## src/rtl/line_buf_ctrl.sv

```systemverilog
// Two-bank line buffer controller: writes incoming lines into alternating RAM
// banks, reads the previous rows back in lock-step, then flushes the final row.
module line_buf_ctrl #(
  parameter int H_ACT     = 1920,
  parameter int V_ACT     = 1080,
  parameter int FLUSH_GAP = 280,
  parameter int ADDR_W    = 11
) (
  input  logic              clk,
  input  logic              rst,
  input  logic              vs_in,
  input  logic              de_in,
  output logic              wr_en_0,
  output logic              wr_en_1,
  output logic [ADDR_W-1:0] wr_addr,
  output logic              rd_en,
  output logic [ADDR_W-1:0] rd_addr,
  output logic              ctr_sel,
  output logic              rd_valid,
  output logic              first_row,
  output logic              last_row,
  output logic              first_col,
  output logic              last_col,
  output logic              frame_done,
  output logic              err_len,
  output logic              err_frm,
  output logic              busy
);

  localparam int CW = ADDR_W + 1;
  localparam int LW = $clog2(V_ACT + 1) + 1;
  localparam int GW = $clog2(FLUSH_GAP + 1) + 1;

  localparam logic [CW-1:0]     H_LEN     = CW'(H_ACT);
  localparam logic [CW-1:0]     H_OVR     = CW'(H_ACT + 1);
  localparam logic [LW-1:0]     LAST_LINE = LW'(V_ACT - 1);
  localparam logic [GW-1:0]     GAP_END   = GW'(FLUSH_GAP - 1);
  localparam logic [ADDR_W-1:0] A_LAST    = ADDR_W'(H_ACT - 1);

  typedef enum logic [2:0] {IDLE, FILL, RUN, GAP, FLUSH} state_t;

  state_t          state, state_nx;
  logic            vs_q, de_q;
  logic [CW-1:0]   pix;       // de beats seen this line, saturates at H_ACT+1
  logic [LW-1:0]   in_line;
  logic [GW-1:0]   gap_cnt;
  logic [CW-1:0]   fcnt;
  logic            vs_rise, vs_fall, de_rise, de_fall;
  logic            line_st, beat, flush_rd;

  assign vs_rise  = vs_in & ~vs_q;
  assign vs_fall  = ~vs_in & vs_q;
  assign de_rise  = de_in & ~de_q;
  assign de_fall  = ~de_in & de_q;
  assign line_st  = (state == FILL) || (state == RUN);
  assign beat     = line_st & de_in & ~vs_fall & (pix < H_LEN);
  assign flush_rd = (state == FLUSH) && (fcnt < H_LEN);

  always_comb begin
    state_nx   = state;
    frame_done = 1'b0;
    case (state)
      IDLE:  if (vs_rise) state_nx = FILL;
      FILL: begin
        if (vs_fall)      state_nx = IDLE;
        else if (de_fall) state_nx = RUN;
      end
      RUN: begin
        if (vs_fall)                                state_nx = IDLE;
        else if (de_fall && in_line == LAST_LINE)   state_nx = GAP;
      end
      GAP:   if (gap_cnt == GAP_END) state_nx = FLUSH;
      FLUSH: begin
        // two tail cycles: one for rd_valid's last beat, one for the pulse
        if (fcnt == H_OVR) begin
          frame_done = 1'b1;
          state_nx   = IDLE;
        end
      end
      default: state_nx = IDLE;
    endcase
  end

  // Read side mirrors the write side during RUN (read-first RAM gives the up row)
  assign busy      = (state != IDLE);
  assign first_row = (state == RUN) && (in_line == LW'(1));
  assign last_row  = (state == FLUSH);
  assign rd_en     = ((state == RUN) && (wr_en_0 || wr_en_1)) || flush_rd;
  assign rd_addr   = (state == FLUSH) ? (flush_rd ? fcnt[ADDR_W-1:0] : '0)
                   : (state == RUN)   ? wr_addr : '0;

  always_ff @(posedge clk) begin
    if (rst) begin
      state     <= IDLE;
      vs_q      <= 1'b0;
      de_q      <= 1'b0;
      pix       <= '0;
      in_line   <= '0;
      gap_cnt   <= '0;
      fcnt      <= '0;
      wr_en_0   <= 1'b0;
      wr_en_1   <= 1'b0;
      wr_addr   <= '0;
      rd_valid  <= 1'b0;
      first_col <= 1'b0;
      last_col  <= 1'b0;
      ctr_sel   <= 1'b0;
      err_len   <= 1'b0;
      err_frm   <= 1'b0;
    end else begin
      state     <= state_nx;
      vs_q      <= vs_in;
      de_q      <= de_in;
      pix       <= (line_st && de_in) ? ((pix == H_OVR) ? pix : pix + 1'b1) : '0;
      wr_en_0   <= beat & ~in_line[0];
      wr_en_1   <= beat & in_line[0];
      wr_addr   <= (line_st && de_in && !vs_fall) ? (beat ? pix[ADDR_W-1:0] : A_LAST) : '0;
      rd_valid  <= rd_en;
      first_col <= rd_en && (rd_addr == '0);
      last_col  <= rd_en && (rd_addr == A_LAST);
      gap_cnt   <= (state == GAP) ? gap_cnt + 1'b1 : '0;
      fcnt      <= (state == FLUSH) ? fcnt + 1'b1 : '0;

      if (state == IDLE && vs_rise) begin
        in_line <= '0;
        err_len <= 1'b0;
        err_frm <= 1'b0;
      end else begin
        if (vs_rise) err_frm <= 1'b1;
        if (line_st && vs_fall) err_frm <= 1'b1;
        if ((state == GAP || state == FLUSH) && de_rise) err_frm <= 1'b1;
        if (line_st && de_fall && !vs_fall) begin
          in_line <= in_line + 1'b1;
          if (pix != H_LEN) err_len <= 1'b1;
          // next line k=in_line+1 uses bank (k-1)[0] as centre
          if (state == RUN) ctr_sel <= in_line[0];
        end
      end
      if (state_nx == IDLE) ctr_sel <= 1'b0;
    end
  end

endmodule

```

## config.mk

```make
export PLATFORM = sky130hd
export DESIGN_NAME = line_buf_ctrl
export DESIGN_NICKNAME = d
export VERILOG_FILES = /design/src/rtl/line_buf_ctrl.sv
export SDC_FILE = /design/constraint.sdc
export NUM_CORES = 1
export LEC_CHECK = 0
export ABC_AREA = 1
export ABC_CLOCK_PERIOD_IN_PS = 2200
export CAP_MARGIN = 20
export CORE_ASPECT_RATIO = 0.8
export CORE_MARGIN = 2
export CORE_UTILIZATION = 56
export DETAILED_ROUTE_END_ITERATION = 8
export GPL_TIMING_DRIVEN = 0
export PLACE_DENSITY = 0.85
export SYNTH_ARGS = -nofsm -noshare
export SYNTH_HDL_FRONTEND = slang
export SYNTH_SLANG_ARGS = --single-unit
export TNS_END_PERCENT = 100
```

## constraint.sdc

```tcl
create_clock -name clk -period 2.2 [get_ports clk]
set_clock_uncertainty 0.2 [all_clocks]
set_input_delay 0.33 -clock clk [delete_from_list [all_inputs] [get_ports clk]]
set_output_delay 0.33 -clock clk [all_outputs]
set_load 0.01 [all_outputs]
```

---- After elaboration in Yosys (flattened, before gate mapping) ----
Index checks and enable logic that the tools add are counted.
cells by class
  reductions and logical operators ........ 32
  order comparisons ....................... 2
  mux-type cells .......................... 17
  equality and inequality tests ........... 11
  bitwise gates (word level) .............. 21
  $add $sub $neg .......................... 4
operators by type and width
  cell                                                                             number
  11-bit 2-to-1 mux                                                                4
  12-bit by 1-bit adder with 12-bit output (second input constant)                 3
  12-bit by 11-bit == test with 1-bit output (second input constant)               3
  12-bit by 11-bit less-than comparator with 1-bit output (second input constant)  2
  3-bit 2-to-1 mux                                                                 7
  3-bit case mux with 5 select lines                                               1
  1-bit logical AND                                                                13
  12-bit by 1-bit == test with 1-bit output (second input constant)                1
  12-bit by 11-bit inequality test with 1-bit output (second input constant)       1
  1-bit NOT                                                                        12
  2-bit OR reduction                                                               6
  11-bit == test (second input constant)                                           1
  11-bit logical NOT                                                               1
  10-bit by 1-bit adder with 10-bit output (second input constant)                 1
  10-bit by 9-bit == test with 1-bit output (second input constant)                1
  1-bit bitwise AND                                                                9
  3-bit by 2-bit == test with 1-bit output (second input constant)                 2
  3-bit logical NOT                                                                2
  3-bit nonzero test                                                               2
  1-bit 2-to-1 mux                                                                 5
  1-bit logical OR                                                                 4
  3-bit by 1-bit == test with 1-bit output (second input constant)                 1
  3-bit == test (second input constant)                                            1
  3-bit AND reduction                                                              1
  other kinds (3)                                                                  3
storage, ports and cells
  register bits after elaboration ......... 70
  input bits .............................. 4
  output and inout bits ................... 35

---- Longest topological paths before layout ----
Gate-level depths: netlist (run 1).
  word-level depth ........................ 8
  gate-level depth with buffers ........... 11

---- Worst setup path before layout (run 1) ----
Ideal clock, no wire load.
  path kind ............................... register to output
  start point ............................. reg state[1]
  end point ............................... out first_row
  slack ................................... 0.419 ns
  buffers on the path ..................... 1
  stages on the path, launching flop included .. 6
  data arrival time ....................... 1.251 ns
  data required time ...................... 1.670 ns
  cells stage by stage .................... dfxtp_1 > inv_2 > nor2_2 > nand2_2 > buf_4 > nor4_1
on the way
  longest elaborated chain between the ends .. 2
ends and longest elaborated chain
  element                                   line  RTL
  from (decl)                               42    state_t state, state_nx;
  from (signal assigned)                    111   state <= state_nx;
  3-bit by 2-bit == test with 1-bit output  86    assign first_row = (state == RUN) && (in_line == LW'(1));
  1-bit logical AND                         86
  to (decl)                                 20    output logic first_row,
Every way passes these cells.

---- Final worst setup path (run 1) ----
  start point ............................. reg fcnt[0]
  end point ............................... out frame_done
on the way
  longest elaborated chain between the ends .. 3
ends and longest elaborated chain
  element                                     line  RTL
  from (decl)                                 47    logic [CW-1:0] fcnt;
  from (signal assigned)                      122   fcnt <= (state == FLUSH) ? fcnt + 1'b1 : '0;
  12-bit by 11-bit == test with 1-bit output  75    if (fcnt == H_OVR) begin
  1-bit 2-to-1 mux                            75
  1-bit 2-to-1 mux                            62    case (state)
  to (decl)                                   24    output logic frame_done,
Every way passes these cells.

==> metrics.md, run 1 <==
| Metric | Value |
|---|---|
| Outcome | `complete, but fails checks` |
| Failing checks | `setup timing` |
| Die ar. | `6830 sq um` |
| Root Driver | `clkbuf_8` |
| Crit path cell chain | `ha_1 > nand2_1 > nor2_2 > nand3_1 > nor2_2 > clkdlybuf4s15_2` |
| Worst hold margin | `roughly 0.17 ns` |
| Worst setup startpoint | `fcnt[0]$_SDFF_PP0_` |
| Post-synth EDFFs | `0` |
| Initial DRT Pass Iterations | `6` |
| Initial antenna violation count | `0` |
| CTS max path bufs | `2` |
| Vias per cell | `about 5.4` |
| Clock net sink count | `70` |
| Worst R2R Start | `in_line[0]$_SDFFE_PP0P_` |
| Reg-to-reg slack, setup | `0.32 ns` |
| YS warnings | `0` |
| # rows | `25` |
| Final nets | `570` |
| Worst Tran Pin Value | `roughly 0.54 ns` |
| Avg Cell Area, Syn | `a little under 7 sq um` |
| Cells after Synth | `about 500` |
| Placer Congestion | `0.934` |
| Area Growth Syn to Fin | `23.5%` |
| Critical Path AT | `1.68 ns` |
| Netlist Area Pre-Place | `3460 sq um` |
| Die Wd | `roughly 92 um` |
| RSZ-0062 raised after global routing | `yes` |
| FF+latch count, synth | `70` |
| First-pass GRT wire length | `between 10000 and 15000 um` |
| FF-to-FF path depth | `6` |
| CTS clk-pin slew, worst paths | `around 0.070 ns` |
| Vias in the first global route | `between 3000 and 4000` |
| Core area | `5940 sq um` |
| Final hold vios | `0` |
| Most common cell after layout, fill and taps aside | `nand2_1` |
| WP buf/inv | `1` |
| Vias | `around 3400` |
| Synth Flop Type | `dfxtp_1` |
| DR WL/cell | `roughly 13 um` |
| Remaining DRCs | `0` |
| Drt total wl | `around 8500 um` |
| Number of diodes | `0` |
| Die height | `around 74 um` |
| Post-synth cell types | `34` |
| Final HPWL DP | `about 6000 um` |
| DP Cell Count | `616` |
| Io pins | `39` |
| Post-CTS Hold Fix Bufs | `0` |
| CP Launch Type | `register` |
| CTS tree | `built` |
| Total Routing Usage GR | `0.255` |
| GRT Residual Overflow | `0` |
| Max IR drop VDD | `0.438 mV` |
| Post-route non-filler standard cell count | `643` |
| Static Leak | `~0.0016 uW` |
| Critical Path Fanout Max | `5` |
| Fin util | `0.719` |
| Pwr dens | `531 nW/um^2` |
| Initial DRC count | `between 300 and 400` |
| Pin count of the biggest net entering global routing | `13` |
| WS Path Type | `register to output pin` |
| Mapped Nets | `just over 500` |
| CP Depth | `6` |
| Port buffer count | `37` |
| Most common cell type on the critical path | `nor2_2` |
| Final setup fails | `1` |
| CP max stage delay | `roughly 0.40 ns` |
| Fin worst setup slack | `-0.0103 ns` |
| Antenna violation net count after detailed routing | `0` |
| Worst slew margin | `0.637` |
| Tightest Hold Check Type | `primary input to register` |
| Critical path endpoint category | `output pin` |
| Initial Utilization | `0.583` |
| Number of max-cap violations | `0` |
| Clock Latency Late Sink | `around 0.36 ns` |
| Max Fclk | `approximately 450 MHz` |
| Slowest stage cell on the critical path | `dfxtp_1` |
| CP top delay family | `simple AND/OR/NAND/NOR gates` |
| Asr flop ratio synth | `0` |
| Htree depth | `3` |
| Tmin final | `about 2.2 ns` |
| Seq/Total Area, Yosys | `0.405` |
| Reg2reg end | `in_line[8]$_SDFFE_PP0P_` |
| Max Slew Vio Count | `0` |
| End of the critical path | `frame_done` |
| CTS Buf Count | `9` |
| Final period utilization | `1.00` |
| Commonest cells after routing, fill and taps aside | `100 x nand2_1, 67 x nor2_1, 62 x inv_1, 62 x dfxtp_1, 50 x a21oi_1` |
| Worst EP required | `roughly 1.7 ns` |
| Layout cell share with drive strength beyond 1 | `0.174` |
final cells by class:
type | count | area (sq um)
Buffer | 6 | 50.0
Clock buffer | 10 | 128
Clock inverter | 5 | 36.3
Fill cell | 453 | 1670
Inverter | 70 | 268
Multi-Input combinational cell | 352 | 1850
Sequential cell | 70 | 1420
Tap cell | 81 | 101
Timing Repair Buffer | 49 | 419
per-stage QoR:
stage	setup TNS, ns	area, sq um	setup slack (ns)	power (uW)
finish	-0.0103	4270	-0.0103	2270
global route	-0.119	4270	-0.0598	2340
CTS	-0.110	4190	-0.110	2290
detailed placement	-0.508	3930	-0.213	1400
global placement	-0.400	3930	-0.172	1400
floorplan	0	3460	0.419	1370
how the worst min path moves through the flow:
stage	startpoint	to	slack (ns)	cells past startpoint
CTS	rst	state[2]$_SDFF_PP0_	0.16	2
global placement	gap_cnt[0]$_SDFF_PP0_	gap_cnt[0]$_SDFF_PP0_	0.24	1
floorplan	gap_cnt[0]$_SDFF_PP0_	gap_cnt[0]$_SDFF_PP0_	0.22	1
detailed placement	gap_cnt[0]$_SDFF_PP0_	gap_cnt[0]$_SDFF_PP0_	0.24	1
global route	rst	state[2]$_SDFF_PP0_	0.20	2
finish	rst	state[2]$_SDFF_PP0_	0.17	2
registers in the layout, summed over array words and instances, names as in the netlist, 3 cells and up:
register,cells
in_line,12
state,3
pix,12
fcnt,12
wr_addr,11
gap_cnt,10
cell usage after synthesis (2+ instances only):
| cell | instances | area, sq um |
|---|---|---|
| nor3b_1 | 2 | 15.0 |
| or2_2 | 3 | 18.8 |
| o21ai_0 | 19 | 95.1 |
| nor3_2 | 2 | 20.0 |
| dfxtp_1 | 70 | 1400 |
| inv_2 | 6 | 22.5 |
| o21ai_2 | 3 | 26.3 |
| xnor2_1 | 2 | 17.5 |
| nor4_1 | 6 | 37.5 |
| nand4_1 | 6 | 37.5 |
| nand2_1 | 105 | 394 |
| nand2_2 | 4 | 25.0 |
| a21oi_1 | 50 | 250 |
| nor2_1 | 71 | 267 |
| nor2_2 | 8 | 50.1 |
| buf_4 | 2 | 15.0 |
| ha_1 | 8 | 100 |
| inv_1 | 64 | 240 |
| nand3_1 | 32 | 160 |
| nor3_1 | 17 | 85.1 |
| xor2_1 | 4 | 35.0 |
| buf_6 | 2 | 22.5 |
what timing repair did:
| action | CTS | global route |
|---|---|---|
| setup endpoints to repair | 14 | 15 |
| gates resized for setup | 56 | 33 |
| buffers inserted | 5 | 7 |
| hold endpoints to repair | 0 | 0 |
| pin swaps | 2 | 6 |
logic make-up after synthesis:
kind of cell    after synthesis  synth area share
xor+xnor                      6            0.0152
compound gates               76             0.119
flops                        70             0.405
buf+inv                      76            0.0893
fa+ha+maj                     8            0.0289
simple gates                262             0.343
power by group:
| part | internal [uW] | switching [uW] |
|---|---|---|
| Clock | 404 | 487 |
| Combinational | 36.8 | 58.7 |
| Sequential | 1270 | 9.94 |
| Total | 1710 | 555 |
per-layer routing:
layer  part of all wire  up-vias  global-route usage
met3              0.067       22              0.0699
met5                  0        -                   0
met4              0.026        0              0.0962
met2               0.45      138               0.402
met1               0.45     1556               0.341
li1                   -     1726                   -
(Power assumes the default switching activity.)
==> inputs of run 2 (changes only) <==
Settings changed: ABC_AREA 1 to not set, CORE_MARGIN 2 to 1, GPL_TIMING_DRIVEN 0 to 1.
==> run 2 against run 1 <==
The run still ends with setup timing left. Combinational power rose by 31%. Fmax down 8.1%. Synthesized area down 1.2%. Hold slack better by 0.10 ns.
==> metrics.md, run 2 <==
| Metric | Value |
|---|---|
| WS Path Type | `register to output pin` |
| Clock Latency Late Sink | `approximately 0.36 ns` |
| CTS tree | `built` |
| Area Growth Syn to Fin | `34.9%` |
| Layout cell share with drive strength beyond 1 | `0.245` |
| Port buffer count | `38` |
| Most common cell after layout, fill and taps aside | `dfxtp_1` |
| Number of max-cap violations | `0` |
| FF+latch count, synth | `70` |
| Max Slew Vio Count | `0` |
| Worst Tran Pin Value | `around 0.5 ns` |
| Max Fclk | `slightly above 400 MHz` |
| Vias | `3442` |
| Final period utilization | `1.09` |
| Synth area leaders | `dfxtp_1 41%, xnor2_1 4.9%, nor2_1 4.4%` |
| Fin worst setup slack | `-0.204 ns` |
| Clock net sink count | `70` |
| Final setup fails | `14` |
| Synth Flop Type | `dfxtp_1` |
| Fill count | `roughly 350` |
| Number of diodes | `0` |
| Post-CTS Hold Fix Bufs | `0` |
| Initial antenna violation count | `0` |
| Post-synth EDFFs | `0` |
| Final nets | `501` |
| Critical Path Fanout Max | `4` |
| Mapped Nets | `just over 400` |
| Initial DRC count | `230` |
| # rows | `25` |
| CP Launch Type | `register` |
| Netlist Area Pre-Place | `~3400 sq um` |
| Die ar. | `6430 sq um` |
| Avg Cell Area, Syn | `between 8 and 9 sq um` |
| Worst EP required | `1.67 ns` |
| Critical path endpoint category | `output pin` |
| Pwr dens | `about 560 nW/um^2` |
| Commonest cells after routing, fill and taps aside | `68 x dfxtp_1, 52 x buf_4, 40 x nor2_1` |
| Antenna violation net count after detailed routing | `0` |
| Vias per cell | `6.00` |
| YS warnings | `0` |
| Max IR drop VDD | `about 0.39 mV` |
| Worst slew margin | `0.661` |
| Seq/Total Area, Yosys | `0.410` |
| Most common cell in the netlist | `dfxtp_1` |
| Pin count of the biggest net entering global routing | `16` |
| Top Registers | `fcnt (12), in_line (12), pix (12)` |
| Drt total wl | `between 9000 and 10000 um` |
| Die height | `just over 70 um` |
| Finished Cell Area | `~4600 sq um` |
| Tightest Hold Check Type | `register to register` |
| Post-synth cell types | `52` |
| Failing checks | `setup timing` |
| Placer Congestion | `approximately 0.86` |
| Critical Path AT | `about 1.9 ns` |
| Remaining DRCs | `0` |
| Initial Utilization | `0.579` |
| Asr flop ratio synth | `0` |
| Initial DRT Pass Iterations | `5` |
| Placed instance area | `around 4200 sq um` |
| RSZ-0062 raised after global routing | `yes` |
| Die Wd | `just under 90 um` |
| Tmin final | `approximately 2.4 ns` |
| PnR Total Power | `about 2600 uW` |
| Outcome | `complete, but fails checks` |
| Final hold vios | `0` |
| Core area | `a little under 6000 sq um` |
| Reg-to-reg slack, setup | `-0.07 ns` |
| Htree depth | `3` |
| CTS clk-pin slew, worst paths | `0.07 ns` |
| Io pins | `39` |
| Post-synth top cells | `70 x dfxtp_1, 40 x nor2_1, 25 x nand2_1, 19 x inv_1, 19 x xnor2_1` |
| CTS Buf Count | `9` |
| First-pass GRT wire length | `roughly 15000 um` |
| Vias in the first global route | `3209` |
| Total Routing Usage GR | `0.306` |
| DR WL/cell | `~17 um` |
| Cells after Synth | `between 300 and 400` |
| Dominant cell type by area after synthesis | `dfxtp_1` |
| Root Driver | `clkbuf_8` |
| GRT Residual Overflow | `0` |
| Synth top area share | `0.410` |
| Setup TNS | `-1.23 ns` |
| CTS max path bufs | `2` |
| Static Leak | `0.00177 uW` |
| Final HPWL DP | `between 6000 and 7000 um` |
==> run 2: final cells by class <==
class,count,area (sq um),share of cell area
Clock buffer,11,151,0.0328
Clock inverter,4,70.1,0.0152
Inverter,20,75.1,0.0163
Multi-Input combinational cell,290,2020,0.438
Sequential cell,70,1400,0.304
Tap cell,81,101,0.0220
Timing Repair Buffer,98,795,0.172
==> run 2: final timing paths <==
| check | start | endpoint | depth (start not counted) |
|---|---|---|---|
| worst min-delay path | err_len$_SDFFE_PP0P_ | err_len$_SDFFE_PP0P_ | 1 |
| worst min register to register | err_len$_SDFFE_PP0P_ | err_len$_SDFFE_PP0P_ | 1 |
| worst max-delay path | state[2]$_SDFF_PP0_ | rd_addr[4] | 5 |
| worst max register to register | state[2]$_SDFF_PP0_ | last_col$_SDFF_PP0_ | 5 |
==> run 2: kinds of logic (layout without fill, tap and decap cells) <==
group	Yosys count	count (layout)	share of synthesized area
buffers and inverters	35	133	0.0428
muxes	8	8	0.0234
and+or+nand+nor	183	183	0.298
AOI/OAI and AO/OA	66	66	0.133
DFF	70	70	0.410
xor gates and xnor gates	25	25	0.0640
adders and majority gates	8	8	0.0293
==> run 2: metrics by stage <==
stage | hold WS [ns] | setup WS (ns) | cells | util
3_3_place_gp | 0.243 | -0.269 | 547 | 0.709
4_1_cts | 0.271 | -0.187 | 572 | 0.766
2_1_floorplan | 0.209 | -0.000855 | 395 | -
5_1_grt | 0.299 | -0.251 | 574 | 0.781
6_report | 0.269 | -0.204 | 574 | 0.781
3_5_place_dp | 0.255 | -0.372 | 547 | 0.709
==> run 2: worst max-delay path, stage by stage (launching register included) <==
cell and delay, ns:
dfxtp_2 0.34, or3b_4 0.42, buf_6 0.13, or4_4 0.43, nand2_2 0.10, buf_6 0.10
==> run 2: timing repair <==
action,4_1_cts,5_1_grt
cloned,1,0
hold endpoints to repair,0,0
gates resized for setup,83,21
pin swaps,10,9
endpoints found under the setup margin,17,21
setup buffers,9,3
==> run 2: metal layers <==
metal / vias to the layer above / track usage / wire (um)
li1: 1602 / - / -
met1: 1638 / 0.381 / 4110
met2: 170 / 0.503 / 4780
met3: 32 / 0.0944 / 639
met4: 0 / 0.104 / 258
met5: - / 0 / 0
==> run 2: power breakdown <==
part	leakage [uW]	total, uW	internal, uW	switching [uW]
clock network	0.000115	1160	690	474
logic	0.00109	125	56.3	68.5
registers	0.000566	1280	1280	8.86
total	0.00177	2570	2020	552
==> inputs of run 3 (changes only) <==
Settings changed: CORE_UTILIZATION 56 to 43, PLACE_DENSITY 0.85 to 0.69.
==> run 3 against run 2 <==
Global-route usage is 7.9 points lower. Clock-buffer cell count up 2. Design area about the same. Combinational power down 4%. Sequential power is essentially flat. Critical path type unchanged. Critical endpoint is now rd_addr[5]. Largest cell class unchanged. The flow still finishes with violations (setup timing).
==> metrics.md, run 3 (synthesis gave the netlist of run 2 again) <==
| Metric | Value |
|---|---|
| Most common cell after layout, fill and taps aside | `dfxtp_1` |
| Htree depth | `3` |
| Root Driver | `clkbuf_8` |
| Initial Utilization | `0.452` |
| Critical Path AT | `between 1.5 and 2 ns` |
| GRT Residual Overflow | `0` |
| Io pins | `39` |
| Tightest Hold Check Type | `register to register` |
| Switching Share | `0.223` |
| Port buffer count | `38` |
| Initial DRT Pass Iterations | `5` |
| P_int | `1820 uW` |
| Fill count | `roughly 670` |
| Remaining DRCs | `0` |
| Static Leak | `0.00176 uW` |
| Core area | `7570 sq um` |
| Flop pwr share | `0.548` |
| Antenna violation net count after detailed routing | `0` |
| CP Launch Type | `register` |
| Clock power frac | `0.401` |
| Clock Latency Late Sink | `0.34 ns` |
| Reg area | `about 1400 sq um` |
| Die ar. | `~8300 sq um` |
| Die height | `81.8 um` |
| Top Registers | `fcnt (12), in_line (12), pix (12)` |
| Final period utilization | `1.08` |
| CTS max path bufs | `2` |
| Die Wd | `102 um` |
| RSZ-0062 raised after global routing | `yes` |
| Placer Congestion | `approximately 0.86` |
| DR WL/cell | `approximately 15 um` |
| Final setup fails | `13` |
| Number of diodes | `0` |
| DP Cell Count | `approximately 570` |
| Failing checks | `setup timing` |
| Area Growth Syn to Fin | `35.0%` |
| Initial antenna violation count | `0` |
| Post-CTS Hold Fix Bufs | `0` |
| CTS clk-pin slew, worst paths | `about 0.070 ns` |
| Final hold vios | `0` |
| Clock net sink count | `70` |
| Drt total wl | `9000 um` |
| Critical path endpoint category | `output pin` |
| Max Slew Vio Count | `0` |
| Initial DRC count | `~280` |
| Critical Path Fanout Max | `3` |
| Worst EP required | `about 1.7 ns` |
| Max IR drop VDD | `~0.40 mV` |
| Number of max-cap violations | `0` |
| PnR Total Power | `2340 uW` |
| # rows | `28` |
| Worst Tran Pin Value | `roughly 0.62 ns` |
| Total Routing Usage GR | `0.227` |
| Vias | `around 3200` |
| Net Switching | `522 uW` |
| CTS tree | `built` |
| Vias per cell | `~5.4` |
| Area occupied by multi-input gates | `2010 sq um` |
| Share of total power in combinational logic | `0.051` |
| Commonest cells after routing, fill and taps aside | `69 x dfxtp_1, 52 x buf_4, 39 x nor2_1` |
| First-pass GRT wire length | `~14000 um` |
| Max Fclk | `between 400 and 500 MHz` |
| Outcome | `complete, but fails checks` |
| Pwr dens | `between 500 and 600 nW/um^2` |
| Worst slew margin | `0.588` |
| Final nets | `roughly 500` |
| Tmin final | `around 2.4 ns` |
| Post-route non-filler standard cell count | `599` |
| WS Path Type | `register to output pin` |
| Layout cell share with drive strength beyond 1 | `0.245` |
| Vias in the first global route | `between 3000 and 4000` |
| Fin worst setup slack | `-0.176 ns` |
| Pin count of the biggest net entering global routing | `16` |
| CTS Buf Count | `9` |
| Final HPWL DP | `6340 um` |
run 3: final timing paths:
path                                               to  cells after the start                  start  slack (ns)
worst max-delay path                       rd_addr[5]                      7    state[1]$_SDFF_PP0_       -0.18
worst min-delay path            gap_cnt[0]$_SDFF_PP0_                      1  gap_cnt[0]$_SDFF_PP0_        0.26
worst max register to register    last_col$_SDFF_PP0_                      5    state[0]$_SDFF_PP0_       -0.04
worst min register to register  gap_cnt[0]$_SDFF_PP0_                      1  gap_cnt[0]$_SDFF_PP0_        0.26
run 3: area by class of cell:
| type | instances | area share |
|---|---|---|
| multi-input combinational | 290 | 0.436 |
| sequential | 70 | 0.304 |
| timing repair buffer | 100 | 0.178 |
| clock buffer | 13 | 0.0366 |
| tap | 105 | 0.0284 |
| inverter | 20 | 0.0163 |
| clock inverter | 1 | 0.00108 |
run 3: metrics by stage:
step	TNS [ns]	setup WS (ns)	util	cell area [sq um]	hold slack [ns]
finish	-1.38	-0.176	0.610	4620	0.258
global route	-2.41	-0.255	0.610	4620	0.277
CTS	-1.54	-0.180	0.593	4490	0.263
detailed placement	-5.26	-0.266	0.558	4220	0.248
global placement	-4.28	-0.223	0.558	4220	0.240
floorplan	-0.00171	-0.000855	-	3420	0.209
run 3: timing repair:
action / 4_1_cts / 5_1_grt
endpoints found under the setup margin: 17 / 28
gates cloned: 1 / 0
pin swaps: 8 / 9
endpoints found under the hold margin: 0 / 0
gates resized for setup: 83 / 25
buffers inserted: 8 / 6
run 3: worst max-delay path, stage by stage (launching register included):
cell and delay, ns:
dfxtp_2 0.32, or3b_4 0.41, buf_6 0.13, nor3_4 0.14, buf_2 0.16, buf_6 0.10, a21o_1 0.13, buf_6 0.11
run 3: layer usage:
metal | up-vias | part of all wire | global-route usage
met5 | - | 0 | 0
met4 | 0 | 0.017 | 0.0739
met3 | 17 | 0.052 | 0.0579
met2 | 101 | 0.46 | 0.368
met1 | 1520 | 0.47 | 0.295
li1 | 1605 | - | -
run 3: power by group through the flow:
| stage | Combinational (uW) | Clock (uW) | Sequential, uW |
|---|---|---|---|
| after floorplan | 56.9 | 0 | 1310 |
| after global placement | 108 | 0 | 1310 |
| after detailed placement | 109 | 0 | 1310 |
| after CTS | 113 | 970 | 1280 |
| after global routing | 130 | 1020 | 1280 |
| final | 120 | 940 | 1290 |
